[config.mk]
export PLATFORM = sky130hd
export DESIGN_NAME = seq_alu_flat
export DESIGN_NICKNAME = d
export VERILOG_FILES = /design/src/rtl/seq_alu_if.sv /design/src/rtl/seq_alu.sv /design/src/flat_wrapper.sv
export SDC_FILE = /design/constraint.sdc
export NUM_CORES = 1
export LEC_CHECK = 0
export CAP_MARGIN = 20
export CORE_UTILIZATION = 30
export CTS_CLUSTER_SIZE = 10
export DETAILED_ROUTE_END_ITERATION = 7
export GPL_TIMING_DRIVEN = 0
export PLACE_DENSITY = 0.56
export SETUP_SLACK_MARGIN = 0.1
export SLEW_MARGIN = 25
export SYNTH_ARGS = -nofsm -noshare
export SYNTH_HDL_FRONTEND = slang
export SYNTH_SLANG_ARGS = --single-unit
export TNS_END_PERCENT = 5
[constraint.sdc]
create_clock -name clk -period 4.75 [get_ports clk]
set_input_delay 0.475 -clock clk [delete_from_list [all_inputs] [get_ports clk]]
set_output_delay 0.475 -clock clk [all_outputs]
set_load 0.02 [all_outputs]
[src/rtl/seq_alu_if.sv]
// Handshake and operand/result bundle for seq_alu.
// The master drives the request; the slave (the ALU) returns status and result.
interface seq_alu_if #(
  parameter int unsigned WIDTH = 8
) ();
  logic               start;
  logic [1:0]         op;
  logic [WIDTH-1:0]   a;
  logic [WIDTH-1:0]   b;
  logic               cin;
  logic               busy;
  logic               done;
  logic [2*WIDTH-1:0] result;
  logic               flag;

  modport master (output start, op, a, b, cin, input busy, done, result, flag);
  modport slave  (input start, op, a, b, cin, output busy, done, result, flag);
endinterface

[src/rtl/seq_alu.sv]
// Multi-cycle ALU: add/sub in one step, radix-4 Booth multiply and restoring
// divide iterating over a shared accumulator, behind a start/busy/done handshake.
module seq_alu #(
  parameter int unsigned WIDTH = 8
) (
  input  logic       clk,
  input  logic       rst,
  seq_alu_if.slave   bus
);
  localparam int unsigned CW = $clog2(WIDTH + 1);
  localparam logic [1:0] OP_ADD = 2'b00;
  localparam logic [1:0] OP_SUB = 2'b01;
  localparam logic [1:0] OP_MUL = 2'b10;
  localparam logic [1:0] OP_DIV = 2'b11;

  typedef enum logic [1:0] {S_IDLE, S_EXEC, S_DONE} state_e;

  state_e               state_q, state_d;
  logic [CW-1:0]        cnt_q, cnt_d;
  logic [1:0]           op_q, op_d;
  logic                 cin_q, cin_d;
  logic [WIDTH-1:0]     m_q, m_d;       // multiplicand / divisor / operand A
  logic [WIDTH-1:0]     mplr_q, mplr_d; // multiplier / dividend-quotient / operand B
  logic [WIDTH+1:0]     acc_q, acc_d;   // Booth partial sum or division remainder
  logic                 qm1_q, qm1_d;
  logic                 busy_q, busy_d;
  logic                 done_q, done_d;
  logic [2*WIDTH-1:0]   result_q, result_d;
  logic                 flag_q, flag_d;

  logic [WIDTH+1:0]     m_ext, m_dbl, booth_addend, booth_sum, div_trial;
  logic [WIDTH:0]       add_sum, sub_diff;

  assign m_ext     = {{2{m_q[WIDTH-1]}}, m_q};
  assign m_dbl     = {m_q[WIDTH-1], m_q, 1'b0};
  assign booth_sum = acc_q + booth_addend;
  assign div_trial = {1'b0, acc_q[WIDTH-1:0], mplr_q[WIDTH-1]} - {2'b00, m_q};
  assign add_sum   = {1'b0, m_q} + {1'b0, mplr_q} + {{WIDTH{1'b0}}, cin_q};
  assign sub_diff  = {1'b0, m_q} - {1'b0, mplr_q} - {{WIDTH{1'b0}}, cin_q};

  // Booth recoding of multiplier bits {b[i+1], b[i], b[i-1]}
  always_comb begin
    booth_addend = '0;
    case ({mplr_q[1:0], qm1_q})
      3'b001, 3'b010: booth_addend = m_ext;
      3'b011:         booth_addend = m_dbl;
      3'b100:         booth_addend = -m_dbl;
      3'b101, 3'b110: booth_addend = -m_ext;
      default:        booth_addend = '0;
    endcase
  end

  always_comb begin
    state_d  = state_q;
    cnt_d    = cnt_q;
    op_d     = op_q;
    cin_d    = cin_q;
    m_d      = m_q;
    mplr_d   = mplr_q;
    acc_d    = acc_q;
    qm1_d    = qm1_q;
    busy_d   = 1'b0;
    done_d   = 1'b0;
    result_d = result_q;
    flag_d   = flag_q;

    case (state_q)
      S_IDLE, S_DONE: begin
        state_d = S_IDLE;
        if (bus.start) begin
          state_d = S_EXEC;
          busy_d  = 1'b1;
          op_d    = bus.op;
          cin_d   = bus.cin;
          acc_d   = '0;
          qm1_d   = 1'b0;
          m_d     = (bus.op == OP_DIV) ? bus.b : bus.a;
          mplr_d  = (bus.op == OP_DIV) ? bus.a : bus.b;
          if (bus.op == OP_MUL)                      cnt_d = CW'(WIDTH / 2);
          else if (bus.op == OP_DIV && bus.b != '0)  cnt_d = CW'(WIDTH);
          else                                       cnt_d = '0;
        end
      end
      S_EXEC: begin
        if (cnt_q != '0) begin
          busy_d = 1'b1;
          cnt_d  = cnt_q - CW'(1);
          if (op_q == OP_MUL) begin
            acc_d  = {{2{booth_sum[WIDTH+1]}}, booth_sum[WIDTH+1:2]};
            mplr_d = {booth_sum[1:0], mplr_q[WIDTH-1:2]};
            qm1_d  = mplr_q[1];
          end else if (!div_trial[WIDTH+1]) begin
            acc_d  = {1'b0, div_trial[WIDTH:0]};
            mplr_d = {mplr_q[WIDTH-2:0], 1'b1};
          end else begin
            acc_d  = {1'b0, acc_q[WIDTH-1:0], mplr_q[WIDTH-1]};
            mplr_d = {mplr_q[WIDTH-2:0], 1'b0};
          end
        end else begin
          state_d = S_DONE;
          done_d  = 1'b1;
          case (op_q)
            OP_ADD: begin
              result_d = {{WIDTH{1'b0}}, add_sum[WIDTH-1:0]};
              flag_d   = add_sum[WIDTH];
            end
            OP_SUB: begin
              result_d = {{WIDTH{1'b0}}, sub_diff[WIDTH-1:0]};
              flag_d   = sub_diff[WIDTH];
            end
            default: begin
              // Divide by zero: dividend is still untouched in mplr_q
              if (op_q == OP_DIV && m_q == '0) begin
                result_d = {mplr_q, {WIDTH{1'b1}}};
                flag_d   = 1'b1;
              end else begin
                result_d = {acc_q[WIDTH-1:0], mplr_q};
                flag_d   = 1'b0;
              end
            end
          endcase
        end
      end
      default: state_d = S_IDLE;
    endcase
  end

  always_ff @(posedge clk or posedge rst) begin
    if (rst) begin
      state_q  <= S_IDLE;
      cnt_q    <= '0;
      op_q     <= '0;
      cin_q    <= 1'b0;
      m_q      <= '0;
      mplr_q   <= '0;
      acc_q    <= '0;
      qm1_q    <= 1'b0;
      busy_q   <= 1'b0;
      done_q   <= 1'b0;
      result_q <= '0;
      flag_q   <= 1'b0;
    end else begin
      state_q  <= state_d;
      cnt_q    <= cnt_d;
      op_q     <= op_d;
      cin_q    <= cin_d;
      m_q      <= m_d;
      mplr_q   <= mplr_d;
      acc_q    <= acc_d;
      qm1_q    <= qm1_d;
      busy_q   <= busy_d;
      done_q   <= done_d;
      result_q <= result_d;
      flag_q   <= flag_d;
    end
  end

  assign bus.busy   = busy_q;
  assign bus.done   = done_q;
  assign bus.result = result_q;
  assign bus.flag   = flag_q;
endmodule
[src/flat_wrapper.sv]
// flat-port wrapper written by rule: the top's interface ports become plain ports
module seq_alu_flat 
#(
  parameter int unsigned WIDTH = 8
)
  (clk, rst, bus_start, bus_op, bus_a, bus_b, bus_cin, bus_busy, bus_done, bus_result, bus_flag);
  seq_alu_if #(.WIDTH(WIDTH)) bus_i ();
  input  logic clk;
  input  logic rst;
  input wire logic [$bits(bus_i.start)-1:0] bus_start;
  input wire logic [$bits(bus_i.op)-1:0] bus_op;
  input wire logic [$bits(bus_i.a)-1:0] bus_a;
  input wire logic [$bits(bus_i.b)-1:0] bus_b;
  input wire logic [$bits(bus_i.cin)-1:0] bus_cin;
  output wire logic [$bits(bus_i.busy)-1:0] bus_busy;
  output wire logic [$bits(bus_i.done)-1:0] bus_done;
  output wire logic [$bits(bus_i.result)-1:0] bus_result;
  output wire logic [$bits(bus_i.flag)-1:0] bus_flag;
  assign bus_i.start = bus_start;
  assign bus_i.op = bus_op;
  assign bus_i.a = bus_a;
  assign bus_i.b = bus_b;
  assign bus_i.cin = bus_cin;
  assign bus_busy = bus_i.busy;
  assign bus_done = bus_i.done;
  assign bus_result = bus_i.result;
  assign bus_flag = bus_i.flag;
  seq_alu #(.WIDTH(WIDTH)) u_core (.clk(clk), .rst(rst), .bus(bus_i));
endmodule
==> results_dict.tcl <==
set metrics [dict create \
    grtUsageMet2_pct 29.9 \
    grt_most_used_layer "met2" \
    drive_gt1_share_pct 5.69 \
    io_buffers 40 \
    maxCapViolations 0 \
    fin_skew_ns 0.0110 \
    grt_usage_pct 19.0 \
    grt_pass1_wl_um 24500 \
    grt_pass1_vias 4522 \
    numCtsBuffers 5 \
    viasPerCell 5.34 \
    drt_iter0_markers 315 \
    finalHoldViolCount 0 \
    worstPathRequired_ns 5.00 \
    cts_hold_buf 0 \
    ys.flop_type "dfrtp_1" \
    hp-start "u_core.bus.result[14]" \
    synth_area_leaders "dfrtp_1 28%, ha_1 10%, o21ai_0 6.1%" \
    ant_nets 0 \
    status "complete, no violations" \
    die_area_um2 17000 \
    tns_ns 0 \
    syn2layout_area_growth_pct 17.0 \
    crit_start "u_core.m_q[1]" \
    path_clk_slew_ns 0.08 \
    num_io_pins 41 \
    antenna_cells 0 \
    dr.pass1.iters 5 \
    timing.final.setup_violations 0 \
    vias 4628 \
    yosysTopAreaCell "dfrtp_1" \
    nFillCells 1728 \
    std_cell_rows 46 \
    endpoint_kind "flop" \
    multi_input_area_um2 3290 \
    wirelength_um 15400 \
    synth_cell_types 70 \
    antenna_found_initial 0 \
    register_area_um2 1380 \
    die_y_um 131 \
    worst_pin_slew_ns 0.812 \
    reg2reg_depth 15 \
    synth_seq_area_share_pct 27.8 \
    synth_edf_count 0 \
    final_cells 866 \
    rsz0062_at_grt "no" \
    synth_top_area_share_pct 27.8 \
    post-route-period-util_pct 91.0 \
    synth_seq_cells 55 \
    critPathMaxFanout 9 \
    drc 0 \
    grt_remaining_overflow 0 \
    post_cts_buffers 0 \
    synth_warnings 0 \
    r2r-start "u_core.m_q[1]" \
    gp_congestion 0.920 \
    nNetsFinal 716 \
    start_util_pct 31.0 \
    maxSlewHeadroom_pct 45.7 \
    startpoint_type "flop" \
    rrSetupSlack_ns 0.43 \
    avgSynthCellArea_um2 8.25 \
    hpwl_um 12200 \
    cts_resized 0 \
    wl_per_cell_um 17.7 \
    die_x_um 131 \
    grt_use_met1_pct 27.0 \
    hp-class "reg -> reg" \
    finalCriticalPeriod_ns 4.32 \
    crit_type "reg -> reg" \
    grt_max_degree 30 \
    insertion_delay_ns 0.31 \
    synthTopCellsByCount "65 x nand2_1, 60 x o21ai_0, 55 x dfrtp_1" \
    htree_levels 2 \
    clockBufferDepth 2 \
    dp.cells 858 \
    holdPathStages 2 \
    cts_root_buf "clkbuf_16" \
    syn-cell-area_um2 4960 \
    async_flop_share_pct 100 \
    cts.sinks 55 \
    cts_tree "yes" \
    synth_cells 601 \
    met3_usage_pct 2.32 \
    synth_most_common_cell "nand2_1" \
    core_area_um2 16000 \
    arrival_ns 4.57 \
    clock.fmax_ghz 0.231 \
    postSynthNetCount 668 \
    drv_slew 0 \
]
cells by family (layout without fill, tap and decap cells):
kind of cell | count (synthesis) | in the layout | synth area share, %
xor gates and xnor gates | 28 | 28 | 5.10
and+or+nand+nor | 183 | 183 | 18.2
AOI/OAI and AO/OA | 183 | 183 | 23.3
DFF | 55 | 55 | 27.8
adders and majority gates | 45 | 45 | 12.1
muxes | 36 | 36 | 7.70
buffers and inverters | 71 | 120 | 5.81
worst paths after layout:
kind	end
max in group asynchronous	u_core.cnt_q[2]
max	u_core.acc_q[7]
max reg2reg	u_core.acc_q[7]
min in group asynchronous	u_core.bus.done
min reg2reg	u_core.bus.result[14]
min	u_core.bus.result[14]
layout by cell type (no fill, tap or decap), types with 3 or more instances in the layout:
cell type / Yosys / routed
nand2_1: 65 / 65
o21ai_0: 60 / 60
dfrtp_1: 55 / 55
nor2_1: 44 / 44
a21oi_1: 44 / 44
inv_1: 44 / 43
ha_1: 40 / 40
clkdlybuf4s50_1: 0 / 40
mux2i_1: 28 / 28
xnor2_1: 21 / 21
clkbuf_1: 20 / 19
nor3_1: 18 / 18
a211oi_1: 11 / 11
a31oi_1: 9 / 9
nor2b_1: 8 / 8
nand3_1: 8 / 8
o21a_1: 7 / 7
mux2_2: 7 / 7
nand2b_1: 6 / 6
xor2_1: 6 / 6
a21o_1: 5 / 5
o211ai_1: 5 / 5
a21boi_0: 5 / 5
o31ai_1: 5 / 5
and3_1: 5 / 5
fa_1: 5 / 5
clkbuf_16: 0 / 5
and2_1: 4 / 4
or3_1: 4 / 4
nor4_1: 4 / 4
a22oi_1: 4 / 4
nor3b_1: 3 / 3
a22o_1: 3 / 3
layout make-up:
class / instances / area share (%)
multi-input cells: 475 / 56.8
flip-flops and latches: 55 / 23.7
repair buffers: 41 / 7.25
inverters: 45 / 2.96
well taps: 216 / 4.66
clock buffers: 5 / 2.16
plain buffers: 26 / 2.07
clock inverters: 3 / 0.410
per-stage QoR:
stage | utilization, % | setup WS, ns | hold slack (ns) | cell area, um^2
4_1_cts | 36.2 | 0.317 | 0.486 | 5800
3_5_place_dp | 35.3 | 0.329 | 0.470 | 5650
2_1_floorplan | - | 1.19 | 0.466 | 4960
6_report | 36.3 | 0.427 | 0.480 | 5800
5_1_grt | 36.3 | 0.186 | 0.500 | 5800
3_3_place_gp | 35.2 | 0.406 | 0.470 | 5630
per-layer routing:
layer,routed length [um],vias up
li1,-,2243
met1,7450,2215
met2,6810,148
met3,784,22
met4,316,0
met5,0,-
sequential cells by signal, indices dropped and copies added (netlist names):
signal,count
u_core.cnt_q,4
u_core.m_q,8
u_core.qm1_q,1
u_core.bus.result,16
u_core.state_q,2
u_core.mplr_q,8
u_core.bus.busy,1
u_core.cin_q,1
u_core.bus.done,1
u_core.op_q,2
u_core.bus.flag,1
u_core.acc_q,10
critical path: stages, from the launching register on:
cell and delay, ns:
dfrtp_1 0.51, clkbuf_2 0.27, inv_1 0.21, ha_1 0.35
nor3b_4 0.29, nand3_1 0.14, xnor2_1 0.31, a21oi_1 0.12
o31ai_1 0.36, ha_1 0.34, a21oi_1 0.20, o21bai_1 0.08
a21o_1 0.18, or4_1 0.47, mux2i_1 0.26, a221o_2 0.17
Power is left out: the tool's default activity adds up to more than one toggle a clock period on the data nets, which glitch-free logic cannot reach.
